==> config.mk <==
export PLATFORM = sky130hd
export DESIGN_NAME = branch_resolve_ctrl_flat
export DESIGN_NICKNAME = d
export VERILOG_FILES = /design/src/rtl/branch_resolve_ctrl_if.sv /design/src/rtl/branch_resolve_ctrl.sv /design/src/flat_wrapper.sv
export SDC_FILE = /design/constraint.sdc
export NUM_CORES = 1
export LEC_CHECK = 0
export ABC_AREA = 1
export CORE_UTILIZATION = 45
export DETAILED_ROUTE_END_ITERATION = 8
export PLACE_DENSITY = 0.77
export SYNTH_ARGS = -nofsm -noshare
export SYNTH_HDL_FRONTEND = slang
export SYNTH_SLANG_ARGS = --single-unit
==> constraint.sdc <==
create_clock -name clk -period 4.02 [get_ports clk]
set_input_delay 0.603 -clock clk [delete_from_list [all_inputs] [get_ports clk]]
set_output_delay 0.603 -clock clk [all_outputs]
set_load 0.01 [all_outputs]
==> src/rtl/branch_resolve_ctrl_if.sv <==
// branch_resolve_ctrl_if: bundles the ID-side branch handshake, operand
// forwarding, comparator drive/return, kill/flush, redirect handshake,
// resolution report and performance counters of branch_resolve_ctrl.
// master = the controller, slave = the surrounding core.
`timescale 1ns/1ps
interface branch_resolve_ctrl_if #(
    parameter int XLEN = 32
);
    logic            br_valid;
    logic            br_ready;
    logic [XLEN-1:0] br_pc;
    logic [XLEN-1:0] br_imm;
    logic [2:0]      br_funct3;
    logic            br_pred_taken;
    logic            ops_valid;
    logic [XLEN-1:0] rs1_val;
    logic [XLEN-1:0] rs2_val;
    logic [XLEN-1:0] bc_data1;
    logic [XLEN-1:0] bc_data2;
    logic [2:0]      bc_op;
    logic            bc_out;
    logic            kill;
    logic            flush;
    logic            redir_valid;
    logic [XLEN-1:0] redir_pc;
    logic            redir_ready;
    logic            res_valid;
    logic            res_taken;
    logic            res_illegal;
    logic [31:0]     perf_branches;
    logic [31:0]     perf_mispred;

    modport master (
        input  br_valid, br_pc, br_imm, br_funct3, br_pred_taken,
        input  ops_valid, rs1_val, rs2_val, bc_out, kill, redir_ready,
        output br_ready, bc_data1, bc_data2, bc_op, flush,
        output redir_valid, redir_pc, res_valid, res_taken, res_illegal,
        output perf_branches, perf_mispred
    );

    modport slave (
        output br_valid, br_pc, br_imm, br_funct3, br_pred_taken,
        output ops_valid, rs1_val, rs2_val, bc_out, kill, redir_ready,
        input  br_ready, bc_data1, bc_data2, bc_op, flush,
        input  redir_valid, redir_pc, res_valid, res_taken, res_illegal,
        input  perf_branches, perf_mispred
    );
endinterface

==> src/rtl/branch_resolve_ctrl.sv <==
// branch_resolve_ctrl: sequences the shared branch comparator for the RV32
// core. Takes one conditional branch at a time from ID, waits for forwarded
// operands, drives the comparator from registers, compares the outcome with
// the static prediction and on a mispredict pulses flush and raises a
// redirect towards fetch. Optional macro BRANCH_PERF_EN adds saturating
// resolved-branch and mispredict counters; without it both read as zero.
`timescale 1ns/1ps
module branch_resolve_ctrl #(
    parameter int XLEN        = 32,
    parameter int INSTR_BYTES = 4
) (
    input  logic                  clk,
    input  logic                  rst_n,
    branch_resolve_ctrl_if.master bus
);
    localparam logic [2:0] F3_BEQ = 3'b000;

    typedef enum logic [2:0] {
        S_IDLE,
        S_WAIT_OPS,
        S_COMPARE,
        S_EVAL,
        S_REDIRECT
    } state_t;

    state_t          r_state;
    state_t          w_next;

    logic [XLEN-1:0] r_pc;
    logic [XLEN-1:0] r_imm;
    logic [2:0]      r_funct3;
    logic            r_pred;
    logic            r_taken;
    logic [XLEN-1:0] r_bc_data1;
    logic [XLEN-1:0] r_bc_data2;
    logic [2:0]      r_bc_op;
    logic [XLEN-1:0] r_redir_pc;

    logic            w_accept;
    logic            w_latch_ops;
    logic            w_sample;
    logic [2:0]      w_f3_src;
    logic [2:0]      w_op_load;
    logic            w_illegal;
    logic            w_taken_now;
    logic [XLEN-1:0] w_target;
    logic            w_mispred;
    logic            w_res_valid;
    logic            w_flush;
    logic            w_redir_valid;

    // funct3 010/011 are not branch encodings
    function automatic logic is_illegal(input logic [2:0] f3);
        return (f3[2:1] == 2'b01);
    endfunction

    // funct3 arrives from ID in IDLE, from the capture register while waiting
    assign w_f3_src    = (r_state == S_IDLE) ? bus.br_funct3 : r_funct3;
    assign w_op_load   = is_illegal(w_f3_src) ? F3_BEQ : w_f3_src;
    assign w_illegal   = is_illegal(r_funct3);
    assign w_taken_now = bus.bc_out && !w_illegal;
    // target wraps modulo 2^XLEN; carry-out is intentionally discarded
    assign w_target    = w_taken_now ? (r_pc + r_imm) : (r_pc + XLEN'(INSTR_BYTES));
    assign w_mispred   = (r_taken != r_pred);

    // state register
    always_ff @(posedge clk or negedge rst_n) begin
        if (!rst_n) begin
            r_state <= S_IDLE;
        end else begin
            r_state <= w_next;
        end
    end

    // next-state and handshake strobes; kill aborts every busy state
    always_comb begin
        w_next      = r_state;
        w_accept    = 1'b0;
        w_latch_ops = 1'b0;
        w_sample    = 1'b0;
        case (r_state)
            S_IDLE: begin
                if (bus.br_valid && !bus.kill) begin
                    w_accept = 1'b1;
                    if (bus.ops_valid) begin
                        w_latch_ops = 1'b1;
                        w_next      = S_COMPARE;
                    end else begin
                        w_next = S_WAIT_OPS;
                    end
                end
            end
            S_WAIT_OPS: begin
                if (bus.kill) begin
                    w_next = S_IDLE;
                end else if (bus.ops_valid) begin
                    w_latch_ops = 1'b1;
                    w_next      = S_COMPARE;
                end
            end
            S_COMPARE: begin
                if (bus.kill) begin
                    w_next = S_IDLE;
                end else begin
                    w_sample = 1'b1;
                    w_next   = S_EVAL;
                end
            end
            S_EVAL: begin
                // a redirect accepted already in EVAL needs no REDIRECT state
                if (!bus.kill && w_mispred && !bus.redir_ready) begin
                    w_next = S_REDIRECT;
                end else begin
                    w_next = S_IDLE;
                end
            end
            S_REDIRECT: begin
                if (bus.kill || bus.redir_ready) begin
                    w_next = S_IDLE;
                end
            end
            default: w_next = S_IDLE;
        endcase
    end

    // branch descriptor capture on accept (payload only, no reset needed)
    always_ff @(posedge clk) begin
        if (w_accept) begin
            r_pc     <= bus.br_pc;
            r_imm    <= bus.br_imm;
            r_funct3 <= bus.br_funct3;
            r_pred   <= bus.br_pred_taken;
        end
    end

    // comparator operand/op registers, held stable through COMPARE
    always_ff @(posedge clk or negedge rst_n) begin
        if (!rst_n) begin
            r_bc_data1 <= '0;
            r_bc_data2 <= '0;
            r_bc_op    <= F3_BEQ;
        end else if (w_latch_ops) begin
            r_bc_data1 <= bus.rs1_val;
            r_bc_data2 <= bus.rs2_val;
            r_bc_op    <= w_op_load;
        end
    end

    // sample comparator outcome and redirect target at the end of COMPARE
    always_ff @(posedge clk or negedge rst_n) begin
        if (!rst_n) begin
            r_taken    <= 1'b0;
            r_redir_pc <= '0;
        end else if (w_sample) begin
            r_taken    <= w_taken_now;
            r_redir_pc <= w_target;
        end
    end

    assign w_res_valid   = (r_state == S_EVAL) && !bus.kill;
    assign w_flush       = w_res_valid && w_mispred;
    assign w_redir_valid = !bus.kill &&
                           (((r_state == S_EVAL) && w_mispred) || (r_state == S_REDIRECT));

    assign bus.br_ready    = (r_state == S_IDLE);
    assign bus.bc_data1    = r_bc_data1;
    assign bus.bc_data2    = r_bc_data2;
    assign bus.bc_op       = r_bc_op;
    assign bus.res_valid   = w_res_valid;
    assign bus.res_taken   = w_res_valid && r_taken;
    assign bus.res_illegal = w_res_valid && w_illegal;
    assign bus.flush       = w_flush;
    assign bus.redir_valid = w_redir_valid;
    assign bus.redir_pc    = r_redir_pc;

`ifdef BRANCH_PERF_EN
    logic [31:0] r_perf_br;
    logic [31:0] r_perf_mis;

    function automatic logic [31:0] sat_inc(input logic [31:0] v);
        return (v == 32'hFFFF_FFFF) ? v : (v + 32'd1);
    endfunction

    // saturating counters; killed branches never reach a counted strobe
    always_ff @(posedge clk or negedge rst_n) begin
        if (!rst_n) begin
            r_perf_br  <= '0;
            r_perf_mis <= '0;
        end else begin
            if (w_res_valid) r_perf_br  <= sat_inc(r_perf_br);
            if (w_flush)     r_perf_mis <= sat_inc(r_perf_mis);
        end
    end

    assign bus.perf_branches = r_perf_br;
    assign bus.perf_mispred  = r_perf_mis;
`else
    assign bus.perf_branches = '0;
    assign bus.perf_mispred  = '0;
`endif
endmodule
==> src/flat_wrapper.sv <==
// flat-port wrapper written by rule: the top's interface ports become plain ports
module branch_resolve_ctrl_flat 
#(
    parameter int XLEN        = 32,
    parameter int INSTR_BYTES = 4
)
  (clk, rst_n, bus_br_valid, bus_br_pc, bus_br_imm, bus_br_funct3, bus_br_pred_taken, bus_ops_valid, bus_rs1_val, bus_rs2_val, bus_bc_out, bus_kill, bus_redir_ready, bus_br_ready, bus_bc_data1, bus_bc_data2, bus_bc_op, bus_flush, bus_redir_valid, bus_redir_pc, bus_res_valid, bus_res_taken, bus_res_illegal, bus_perf_branches, bus_perf_mispred);
  branch_resolve_ctrl_if #(.XLEN(XLEN)) bus_i ();
  input  logic clk;
  input  logic rst_n;
  input wire logic [$bits(bus_i.br_valid)-1:0] bus_br_valid;
  input wire logic [$bits(bus_i.br_pc)-1:0] bus_br_pc;
  input wire logic [$bits(bus_i.br_imm)-1:0] bus_br_imm;
  input wire logic [$bits(bus_i.br_funct3)-1:0] bus_br_funct3;
  input wire logic [$bits(bus_i.br_pred_taken)-1:0] bus_br_pred_taken;
  input wire logic [$bits(bus_i.ops_valid)-1:0] bus_ops_valid;
  input wire logic [$bits(bus_i.rs1_val)-1:0] bus_rs1_val;
  input wire logic [$bits(bus_i.rs2_val)-1:0] bus_rs2_val;
  input wire logic [$bits(bus_i.bc_out)-1:0] bus_bc_out;
  input wire logic [$bits(bus_i.kill)-1:0] bus_kill;
  input wire logic [$bits(bus_i.redir_ready)-1:0] bus_redir_ready;
  output wire logic [$bits(bus_i.br_ready)-1:0] bus_br_ready;
  output wire logic [$bits(bus_i.bc_data1)-1:0] bus_bc_data1;
  output wire logic [$bits(bus_i.bc_data2)-1:0] bus_bc_data2;
  output wire logic [$bits(bus_i.bc_op)-1:0] bus_bc_op;
  output wire logic [$bits(bus_i.flush)-1:0] bus_flush;
  output wire logic [$bits(bus_i.redir_valid)-1:0] bus_redir_valid;
  output wire logic [$bits(bus_i.redir_pc)-1:0] bus_redir_pc;
  output wire logic [$bits(bus_i.res_valid)-1:0] bus_res_valid;
  output wire logic [$bits(bus_i.res_taken)-1:0] bus_res_taken;
  output wire logic [$bits(bus_i.res_illegal)-1:0] bus_res_illegal;
  output wire logic [$bits(bus_i.perf_branches)-1:0] bus_perf_branches;
  output wire logic [$bits(bus_i.perf_mispred)-1:0] bus_perf_mispred;
  assign bus_i.br_valid = bus_br_valid;
  assign bus_i.br_pc = bus_br_pc;
  assign bus_i.br_imm = bus_br_imm;
  assign bus_i.br_funct3 = bus_br_funct3;
  assign bus_i.br_pred_taken = bus_br_pred_taken;
  assign bus_i.ops_valid = bus_ops_valid;
  assign bus_i.rs1_val = bus_rs1_val;
  assign bus_i.rs2_val = bus_rs2_val;
  assign bus_i.bc_out = bus_bc_out;
  assign bus_i.kill = bus_kill;
  assign bus_i.redir_ready = bus_redir_ready;
  assign bus_br_ready = bus_i.br_ready;
  assign bus_bc_data1 = bus_i.bc_data1;
  assign bus_bc_data2 = bus_i.bc_data2;
  assign bus_bc_op = bus_i.bc_op;
  assign bus_flush = bus_i.flush;
  assign bus_redir_valid = bus_i.redir_valid;
  assign bus_redir_pc = bus_i.redir_pc;
  assign bus_res_valid = bus_i.res_valid;
  assign bus_res_taken = bus_i.res_taken;
  assign bus_res_illegal = bus_i.res_illegal;
  assign bus_perf_branches = bus_i.perf_branches;
  assign bus_perf_mispred = bus_i.perf_mispred;
  branch_resolve_ctrl #(.XLEN(XLEN), .INSTR_BYTES(INSTR_BYTES)) u_core (.clk(clk), .rst_n(rst_n), .bus(bus_i));
endmodule
; ---- After elaboration in Yosys (flattened, before gate mapping)
; Cells that the tools add are included.
[totals]
register_bits = 171
input_bits = 139
output_inout_bits = 169
word_cells = 58
[op_classes]
n_eq_ne = 10
n_reduce_logical = 17
mux = 19
addsub = 2
[ops]
columns = op, n
row1 = 32-bit by 3-bit adder with 32-bit output (second input constant), 1
row2 = 32-bit adder, 1
row3 = 32-bit 2-to-1 mux, 1
row4 = 3-bit 2-to-1 mux, 7
row5 = 3-bit one-hot mux with 5 select lines, 1
row6 = 1-bit logical AND, 10
row7 = 1-bit 2-to-1 mux, 7
row8 = 3-bit by 2-bit equality test with 1-bit output (second input constant), 2
row9 = 2-bit by 1-bit equality test with 1-bit output (second input constant), 2
row10 = 2-bit 2-to-1 mux, 2
row11 = 2-bit by 1-bit inequality test with 1-bit output (second input constant), 2
row12 = 3-bit by 1-bit equality test with 1-bit output (second input constant), 1
row13 = 3-bit equality test (second input constant), 1
row14 = 1-bit zero test, 3
row15 = 3-bit zero test, 1
row16 = 3-bit inequality test (second input constant), 1
row17 = 3-bit AND reduction, 1
row18 = 1-bit logical OR, 2
row19 = 1-bit one-hot mux with 2 select lines, 1
row20 = 1-bit inequality test, 1

; ---- Logic depth before layout (Yosys ltp)
; Gate-level depths: netlist of the first run.
[logic_depth]
word_depth = 5
depth_mapped = 13
mapped_depth_nobuf = 13

; ---- Worst setup path before layout of the first run
; Ideal clock, no wire load.
[synth_path]
kind = in2reg
start = in bus_kill
end = reg u_core.r_bc_data1[24] (netlist: u_core.bus.bc_data1[24])
path_slack_ps = 1113
path_buffers = 2
required_time_ps = 3895
setup_time_ps = 125
t_arrival_ps = 2782
cell_stages = 8
path_cell_list = inv_1 -> nand2_1 -> nor2_4 -> a21oi_2 -> nor2_2 -> buf_6 -> buf_6 -> mux2_4
[synth_between]
elab_chain_len = 4
word_cells_on_any_way = 5
classes_between = mux: 3 / reduce/logical: 2
[synth_rtl]
columns = item, line_no
row1 = "start, declared", flat_wrapper.sv:20  ; input wire logic [$bits(bus_i.kill)-1:0] bus_kill;
row2 = 1-bit zero test, branch_resolve_ctrl.sv:83  ; if (bus.br_valid && !bus.kill) begin
row3 = 1-bit logical AND, branch_resolve_ctrl.sv:83
row4 = 1-bit 2-to-1 mux, branch_resolve_ctrl.sv:83
row5 = 1-bit one-hot mux with 2 select lines (*), branch_resolve_ctrl.sv:81  ; case (r_state)
row6 = "end signal, assigned", branch_resolve_ctrl.sv:143  ; r_bc_data1 <= bus.rs1_val;
row7 = "end, declared", branch_resolve_ctrl.sv:34  ; logic [XLEN-1:0] r_bc_data1;
; Every way passes the cells marked *; elsewhere a longest branch is shown, timed or not.
; A chain may end at the register's enable or synchronous reset.

; ---- Final worst setup path of the first run
[layout_path]
start = reg u_core.r_state[2]
end = out bus_res_illegal
[layout_between]
elab_chain_len = 3
[layout_rtl]
columns = item, line_no
row1 = "start, declared", branch_resolve_ctrl.sv:26  ; state_t r_state;
row2 = "start signal, assigned", branch_resolve_ctrl.sv:71  ; r_state <= w_next;
row3 = 3-bit by 2-bit equality test with 1-bit output, branch_resolve_ctrl.sv:160  ; assign w_res_valid = (r_state == S_EVAL) && !bus.kill;
row4 = 1-bit logical AND, branch_resolve_ctrl.sv:160
row5 = 1-bit logical AND, branch_resolve_ctrl.sv:171  ; assign bus.res_illegal = w_res_valid && w_illegal;
row6 = "end, declared", flat_wrapper.sv:31  ; output wire logic [$bits(bus_i.res_illegal)-1:0] bus_res_illegal;
; Every way passes these cells.

==> results.cfg, run 1 <==
[clocking]
worstSkewPairLatency_ns = 0.44
path_clk_slew_ns = 0.07
cts_root_buffer = clkbuf_16
cts_buffers = 17
tritoncts = done
htree_num_levels = 4
cts.sinks = 171
clockBufferDepth = 2
post-cts-setup-buffers = 0
postCtsHoldBufs = 0
cts_resized = 0

[synthesis]
synth_most_common_cell = nand2_1
synth.avg_cell_area_um2 = 8.56
synth_cell_types = 34
synthCells = 1170
synth_common_cells = nand2_1 (335), inv_1 (156), dfrtp_1 (103), nor2_1 (97), a21oi_1 (72)
yosys-top-cells-area = dfrtp_1 (26%), edfxtp_1 (20%), nand2_1 (13%)
ys_warn_count = 0
ys_ff_latch = 171
yosys.area.top_type_share_pct = 25.7
syn_area_um2 = 10000
ys_seq_area_share_pct = 46.1
synth-edff-count = 68
synth_top_cell_by_area = dfrtp_1
synth_flop_cell = dfrtp_1
async_flop_share_pct = 60.2

[power]
pwr-share-seq_pct = 36.6
swShare_pct = 35.8
power_density_nw_per_um2 = 603
leakage_nw = 6.12
peakVddDrop_mv = 0.352
combPwrFrac_pct = 42.8
p_int_mw = 5.06
p_clk_share_pct = 20.6
netSwitchingPower_mw = 2.82

[global_routing]
grt_pass1_vias = 7711
overflow = 0
grt_pass1_wl_mm = 41.8
grt_max_degree = 82
antenna_found_initial = 0
track_usage_pct = 24.5

[place]
hpwl_mm = 21.6
dpl-instance-area_um2 = 12500
portBuffers = 243
gp_congestion = 0.940
dp_slack_ns = 1.27

[drt]
drt-vias-per-instance = 4.93
final_antenna_net_count = 0
firstDrtPassIters = 5
drt_iter0_drc = 665
drc = 0
num_vias = 8446
wl_mm = 28.0
wire_per_inst_um = 16.4

[floorplan]
start_util_pct = 45.9
ios = 308
rows = 54
die_y_um = 151
die-area_um2 = 22800
die_x_um = 151
core_region_area_um2 = 21800

[critical_path]
slowest_delay_ns = 0.59
path_cells = nor2_1 -> nand2_1 -> nor2_1 -> inv_1 -> nor3_1 -> clkdlybuf4s50_1
path_class = reg -> out
cp-end-kind = output pin
crit_fanout = 4
critPathBufInv = 2
crit_family = buffers and inverters
worst_ep_arrival_time_ns = 2.06
path_common_cell = nor2_1
slowest_stage = clkdlybuf4s50_1
startpoint_type = flop
required_ns = 3.42

[job]
drv_cap = 0

[layout]
area_growth_pct = 30.5
multi_input_area_um2 = 4450
fillers = 1963
layout-drive-gt1-share_pct = 7.89
seqCellArea_um2 = 4620
design_area_um2 = 13100
nets = 1591
insertedDiodeCount = 0
post-route-util_pct = 59.9

[sta]
timing.fmax_ghz = 0.376
tightest_slew_ns = 1.08
tns_ns = 0
fin_crit_ns = 2.66
rsz0062_at_grt = false
skew_ns = 0.0163
relSlewSlack_pct = 28.0
hold_violations = 0
min_period_over_period_pct = 66.1
maxSlewViolCount = 0
finalWorstSetupSlack_ns = 1.36
setup_viol = 0

[worst_hold_path]
hp-class = in -> async

[run_status]
outcome = completed
==> registers in the layout, indices dropped and copies added, names as in the netlist, 3 cells and up <==
signal / flops
u_core.r_state: 3
u_core.r_funct3: 3
u_core.bus.bc_data1: 32
u_core.bus.bc_op: 3
u_core.r_imm: 32
u_core.bus.redir_pc: 32
u_core.bus.bc_data2: 32
u_core.r_pc: 32
==> power groups by stage <==
stage                     Clock [mW]  Sequential [mW]  Combinational, mW
final                           1.62             2.88               3.38
after global routing            1.72             2.95               3.66
after CTS                       1.65             2.88               3.38
after detailed placement           0             2.90               3.36
after global placement             0             2.90               3.30
after floorplan                    0             3.02               1.58
==> layout make-up <==
| class | count | area share [%] |
|---|---|---|
| Timing Repair Buffer | 251 | 19.1 |
| Clock inverter | 15 | 1.10 |
| Tap cell | 280 | 2.68 |
| Clock buffer | 17 | 3.26 |
| Inverter | 156 | 4.48 |
| Multi-Input combinational cell | 822 | 34.1 |
| Sequential cell | 171 | 35.4 |
==> logic make-up (layout without fill, tap and decap cells) <==
logic type | count (synthesis) | count (layout) | synth area share [%]
other | 1 | 64 | 0.0375
buffers and inverters | 240 | 439 | 11.8
and+or+nand+nor | 529 | 529 | 21.6
adders and majority gates | 33 | 33 | 4.20
muxes | 65 | 65 | 8.72
DFF | 171 | 171 | 46.1
AOI/OAI and AO/OA | 111 | 111 | 5.74
xor gates and xnor gates | 20 | 20 | 1.75
==> metal layers <==
metal,GRT usage (%),part of all wire (%)
met4,6.00,1.6
met1,33.5,44
met2,40.7,49
met3,3.49,5.6
met5,0,0
==> cells in the final DEF (no fill, tap or decap), drive strengths merged <==
cell type | Yosys | layout
a21o | 1 | 1
a21oi | 73 | 73
a31oi | 4 | 4
buf | 74 | 9
clkbuf | 10 | 17
clkdlybuf4s50 | 0 | 242
clkinv | 0 | 3
clkinvlp | 0 | 1
conb | 1 | 64
dfrtp | 103 | 103
edfxtp | 68 | 68
fa | 1 | 1
ha | 32 | 32
inv | 156 | 167
mux2 | 64 | 64
mux2i | 1 | 1
nand2 | 336 | 336
nand3 | 58 | 58
nand3b | 8 | 8
nand4 | 6 | 6
nor2 | 100 | 100
nor3 | 16 | 16
nor3b | 3 | 3
o211ai | 1 | 1
o21ai | 30 | 30
o21bai | 2 | 2
or2 | 2 | 2
xnor2 | 4 | 4
xor2 | 16 | 16
==> through the flow <==
stage | total power [mW] | hold slack, ns | instances
2_1_floorplan | 4.60 | 0.307 | 1233
3_3_place_gp | 6.20 | 0.469 | 1680
3_5_place_dp | 6.26 | 0.466 | 1680
4_1_cts | 7.92 | 0.400 | 1712
5_1_grt | 8.33 | 0.443 | 1712
6_report | 7.88 | 0.371 | 1712
==> path summary, 6_finish.rpt <==
kind / startpoint / to / slack [ns] / cells past startpoint
min in group clk: u_core.bus.redir_pc[25] / u_core.bus.redir_pc[25] / 0.48 / 2
min: rst_n / u_core.bus.bc_data1[8] / 0.37 / 1
min reg2reg: u_core.bus.redir_pc[25] / u_core.bus.redir_pc[25] / 0.48 / 2
max in group asynchronous: rst_n / u_core.bus.bc_data2[6] / 2.84 / 2
max reg2reg: u_core.r_pc[0] / u_core.bus.redir_pc[28] / 1.66 / 11
max: u_core.r_state[2] / bus_res_illegal / 1.36 / 6
Note: power is estimated with default switching activity, not from simulation.
==> run 2, diff against run 1 <==
--- a/config.mk
+++ b/config.mk
@@ -6,7 +6,7 @@
 export NUM_CORES = 1
 export LEC_CHECK = 0
 export ABC_AREA = 1
-export CORE_UTILIZATION = 45
+export CORE_UTILIZATION = 43
 export DETAILED_ROUTE_END_ITERATION = 8
 export PLACE_DENSITY = 0.77
 export SYNTH_ARGS = -nofsm -noshare
==> constraint.sdc (replaced) <==
create_clock -name clk -period 2.3 [get_ports clk]
set_input_delay 0.345 -clock clk [delete_from_list [all_inputs] [get_ports clk]]
set_output_delay 0.345 -clock clk [all_outputs]
set_load 0.01 [all_outputs]
==> run 2 against run 1 <==
  * Utilization down 1.0 points
  * Die area up 4.6%
  * Global-route usage increased by 0.19 points
  * Sequential share of layout area down 0.79 points
  * Hold slack worse by 0.0019 ns
  * Largest cell class unchanged
  * Largest power group unchanged
==> results.cfg, run 2 (synthesized netlist as in run 1, its figures left out) <==
[sta]
skew_ns = 0.0163
hold_violations = 0
min_period_over_period_pct = 94.5
setup_viol = 0
tightest_slew_ns = 0.512
maxSlewViolCount = 0
relSlewSlack_pct = 65.8
finalWorstSetupSlack_ns = 0.126
tns_ns = 0
fin_crit_ns = 2.17
hold_slack_ns = 0.370
timing.fmax_ghz = 0.460

[layout]
area_growth_pct = 33.5
final_cell_mix = nand2_1 (334), clkdlybuf4s50_1 (238), inv_1 (155), dfrtp_1 (103), nor2_1 (95)
layout-drive-gt1-share_pct = 9.69
insertedDiodeCount = 0
layout_commonest_cell = nand2_1
nets = 1614
fillers = 1960
post-route-util_pct = 58.8

[clocking]
tritoncts = done
cts.sinks = 171
htree_num_levels = 4
cts_root_buffer = clkbuf_16
cts_buffers = 17
worstSkewPairLatency_ns = 0.43
clockBufferDepth = 2
path_clk_slew_ns = 0.07

[critical_path]
reg2regPathDepth = 11
path_cells = nor2_4 -> nand2_4 -> inv_1 -> clkdlybuf4s50_1
rr_endpoint = u_core.bus.redir_pc[24]
cp-end-kind = output pin
required_ns = 1.96
slowest_delay_ns = 0.57
worstReg2RegStart = u_core.r_pc[0]
path_class = reg -> out
reg2reg_setup_slack_ns = 0.17
startpoint_type = flop
crit_fanout = 7
slowest_stage = clkdlybuf4s50_1
crit_family = buffers and inverters
critPathBufInv = 2
worst_ep_arrival_time_ns = 1.83

[drt]
drt-vias-per-instance = 4.91
firstDrtPassIters = 5
wl_mm = 28.7
wire_per_inst_um = 16.5
num_vias = 8543
drt_iter0_drc = 585
final_antenna_net_count = 0
drc = 0

[global_routing]
grt_pass1_vias = 8404
grt_pass1_wl_mm = 45.1
track_usage_pct = 24.6
antenna_found_initial = 0
grt_max_degree = 61
overflow = 0

[floorplan]
die-area_um2 = 23900
start_util_pct = 44.1
die_x_um = 155
die_y_um = 155
core_region_area_um2 = 22700
rows = 55
ios = 308

[job]
drv_cap = 0

[worst_hold_path]
hp-class = in -> async

[run_status]
outcome = completed

[place]
gp_congestion = 0.956
hpwl_mm = 22.2
dp_slack_ns = 0.134
portBuffers = 243

[power]
peakVddDrop_mv = 0.561
power_density_nw_per_um2 = 1040
leakage_nw = 6.31
run 2: cell type report:
| cell class | instances | area, um2 | share of cell area [%] |
|---|---|---|---|
| flip-flops and latches | 171 | 4620 | 34.6 |
| multi-input cells | 822 | 4480 | 33.5 |
| repair buffers | 274 | 2740 | 20.5 |
| inverters | 156 | 586 | 4.38 |
| clock buffers | 21 | 487 | 3.64 |
| well taps | 285 | 357 | 2.67 |
| clock inverters | 11 | 97.6 | 0.730 |
run 2: repair_timing:
item                                    4_1_cts  5_1_grt
endpoints found under the setup margin        3       10
buffers inserted                              0        3
hold endpoints to repair                     23        0
resized for setup                             4        5
hold buffers                                  1        0
run 2: power breakdown:
group	internal, mW	switching, mW
sequential	4.28	0.703
clock	1.56	1.34
combinational	3.22	2.87
run 2: metal layers:
layer | part of all wire, % | GRT usage (%)
met1 | 43 | 31.4
met2 | 49 | 41.8
met3 | 5.5 | 4.09
met4 | 3.0 | 9.67
met5 | 0 | 0
run 2: how the worst max path moves through the flow:
stage                                    endpoint  slack, ns               from  cells after the start
after floorplan           u_core.bus.bc_data1[24]      -0.41  u_core.r_state[2]                      8
after global placement     u_core.bus.bc_data1[2]       0.19           bus_kill                      8
after detailed placement   u_core.bus.bc_data1[2]       0.13           bus_kill                      8
after CTS                               bus_flush       0.06  u_core.r_state[2]                      4
after global routing      u_core.bus.redir_pc[23]     -0.002     u_core.r_pc[8]                     12
final                                bus_br_ready       0.13  u_core.r_state[2]                      4
run 2: worst reg2reg max path: cells and delay by family (launching register included):
| family | cells | cell delay (ns) |
|---|---|---|
| simple gates | 8 | 0.86 |
| fa+ha+maj | 2 | 0.67 |
| compound gates | 1 | 0.14 |
| flops | 1 | 0.41 |
run 2: through the flow:
step / cell area (um2) / instances / total power, mW
floorplan: 10300 / 1233 / 8.06
global placement: 12700 / 1704 / 10.9
detailed placement: 12700 / 1704 / 11.1
CTS: 13300 / 1737 / 14.0
global route: 13400 / 1740 / 14.8
finish: 13400 / 1740 / 14.0
==> run 3, diff against run 2 <==
==> constraint.sdc (replaced) <==
create_clock -name clk -period 2.3 [get_ports clk]
set_input_delay 0.46 -clock clk [delete_from_list [all_inputs] [get_ports clk]]
set_output_delay 0.46 -clock clk [all_outputs]
set_load 0.01 [all_outputs]
==> run 3 against run 2 <==
  * Design area rose by 0.67%
  * Power rose by 0.80%
  * Final cell count rose by 0.46%
  * Sequential power barely moved
  * Maximum frequency fell by 0.51%
  * Combinational power rose by 1%
  * Count of clock-buffer cells in the layout fell by 2
  * Non-clock buffer count rose by 8
  * Worst setup slack got worse by 0.011 ns
  * Wire length rose by 1.4%
  * Die area did not move
  * Sequential cell count did not move
  * Critical path type unchanged
  * Largest cell class unchanged
==> results.cfg, run 3 (synthesized netlist as in run 1, its figures left out) <==
[layout]
post-route-util_pct = 59.2
final_cell_mix = nand2_1 (331), clkdlybuf4s50_1 (236), inv_1 (154), dfrtp_1 (103), nor2_1 (93)
seqCellArea_um2 = 4620
layout-drive-gt1-share_pct = 10.7
layout_commonest_cell = nand2_1
multi_input_area_um2 = 4490
nets = 1622
fillers = 1963
insertedDiodeCount = 0
area_growth_pct = 34.4

[critical_path]
required_ns = 1.84
slowest_delay_ns = 0.39
path_cells = xor2_1 -> nand3_1 -> nor2_2 -> inv_1 -> nand2_1 -> clkdlybuf4s15_1
slowest_stage = dfrtp_1
startpoint_type = flop
cp-end-kind = output pin
crit_fanout = 2
worst_ep_arrival_time_ns = 1.73
path_class = reg -> out
worstReg2RegStart = u_core.r_pc[2]
reg2reg_setup_slack_ns = 0.18
reg2regPathDepth = 12
rr_endpoint = u_core.bus.redir_pc[25]

[place]
portBuffers = 243
hpwl_mm = 22.7
dp_slack_ns = -0.109
gp_congestion = 0.934

[run_status]
outcome = completed

[power]
power_mw = 14.1
combPwrFrac_pct = 43.8
pwr-share-seq_pct = 35.4
p_int_mw = 9.13
peakVddDrop_mv = 0.596
power_density_nw_per_um2 = 1050
netSwitchingPower_mw = 4.94
swShare_pct = 35.1
p_clk_share_pct = 20.7
leakage_nw = 6.32

[worst_hold_path]
hp-class = reg -> reg
min_from = u_core.bus.redir_pc[25]
hold_end = u_core.bus.redir_pc[25]
min_path_cells = 2

[drt]
wire_per_inst_um = 16.7
num_vias = 8574
drc = 0
drt-vias-per-instance = 4.91
final_antenna_net_count = 0
firstDrtPassIters = 6
drt_iter0_drc = 586
wl_mm = 29.2

[clocking]
cts_buffers = 17
htree_num_levels = 4
worstSkewPairLatency_ns = 0.44
path_clk_slew_ns = 0.07
clockBufferDepth = 2
tritoncts = done
cts_root_buffer = clkbuf_16
cts.sinks = 171

[floorplan]
ios = 308
die_x_um = 155
die_y_um = 155
start_util_pct = 44.1
rows = 55
die-area_um2 = 23900
core_region_area_um2 = 22700

[global_routing]
grt_max_degree = 40
grt_pass1_wl_mm = 45.0
overflow = 0
track_usage_pct = 24.9
antenna_found_initial = 0
grt_pass1_vias = 8336

[sta]
rsz0062_at_grt = false
skew_ns = 0.0137
finalWorstSetupSlack_ns = 0.115
timing.fmax_ghz = 0.458
min_period_over_period_pct = 95.0
setup_viol = 0
fin_crit_ns = 2.19
hold_violations = 0
maxSlewViolCount = 0

[job]
drv_cap = 0
==> run 3: critical path: cells and delay by family, from the launching register on <==
family	cells	cell delay, ns
xor+xnor	1	0.19
buf+inv	2	0.31
flops	1	0.39
simple gates	3	0.39
==> run 3: layout make-up <==
class                           instances  share of cell area [%]
Clock inverter                         13                    1.01
Tap cell                              285                    2.65
Multi-Input combinational cell        822                    33.3
Inverter                              156                    4.38
Sequential cell                       171                    34.3
Timing Repair Buffer                  282                    20.9
Clock buffer                           19                    3.38
==> run 3: stage by stage <==
step | cells | setup TNS [ns] | instance area [um2] | hold slack, ns
3_5_place_dp | 1709 | -1.70 | 12800 | 0.446
2_1_floorplan | 1233 | -24.83 | 10300 | 0.164
4_1_cts | 1748 | 0 | 13400 | 0.499
3_3_place_gp | 1709 | -0.253 | 12800 | 0.443
5_1_grt | 1748 | 0 | 13500 | 0.524
6_report | 1748 | 0 | 13500 | 0.491
==> run 3: repair_timing <==
item,CTS,global route
pin swaps,4,0
hold buffers,1,0
gates resized for setup,8,14
setup endpoints to repair,6,12
setup buffers,6,0
hold endpoints to repair,24,0
==> run 3: worst max-delay path by stage <==
stage	end	slack, ns	start	cells past startpoint
2_1_floorplan	u_core.bus.bc_data1[24]	-0.41	u_core.r_state[2]	8
3_3_place_gp	bus_res_taken	-0.10	bus_kill	5
3_5_place_dp	bus_res_taken	-0.11	bus_kill	5
4_1_cts	bus_res_taken	0.01	u_core.r_state[1]	8
5_1_grt	bus_redir_valid	0.001	u_core.r_state[1]	7
6_report	bus_redir_valid	0.11	u_core.r_taken	6
==> run 3: per-layer routing <==
| metal | routed length, um | GRT usage [%] | vias up |
|---|---|---|---|
| met4 | 694 | 8.63 | 0 |
| met1 | 12600 | 31.7 | 3992 |
| li1 | - | - | 4199 |
| met3 | 1490 | 4.54 | 47 |
| met5 | 0 | 0 | - |
| met2 | 14400 | 42.5 | 336 |
==> run 3: power groups by stage <==
| stage | clock network [mW] | registers, mW | logic (mW) |
|---|---|---|---|
| after floorplan | 0 | 5.28 | 2.78 |
| after global placement | 0 | 5.00 | 5.99 |
| after detailed placement | 0 | 5.02 | 6.11 |
| after CTS | 2.98 | 5.00 | 6.18 |
| after global routing | 3.12 | 5.11 | 6.66 |
| final | 2.92 | 4.99 | 6.17 |
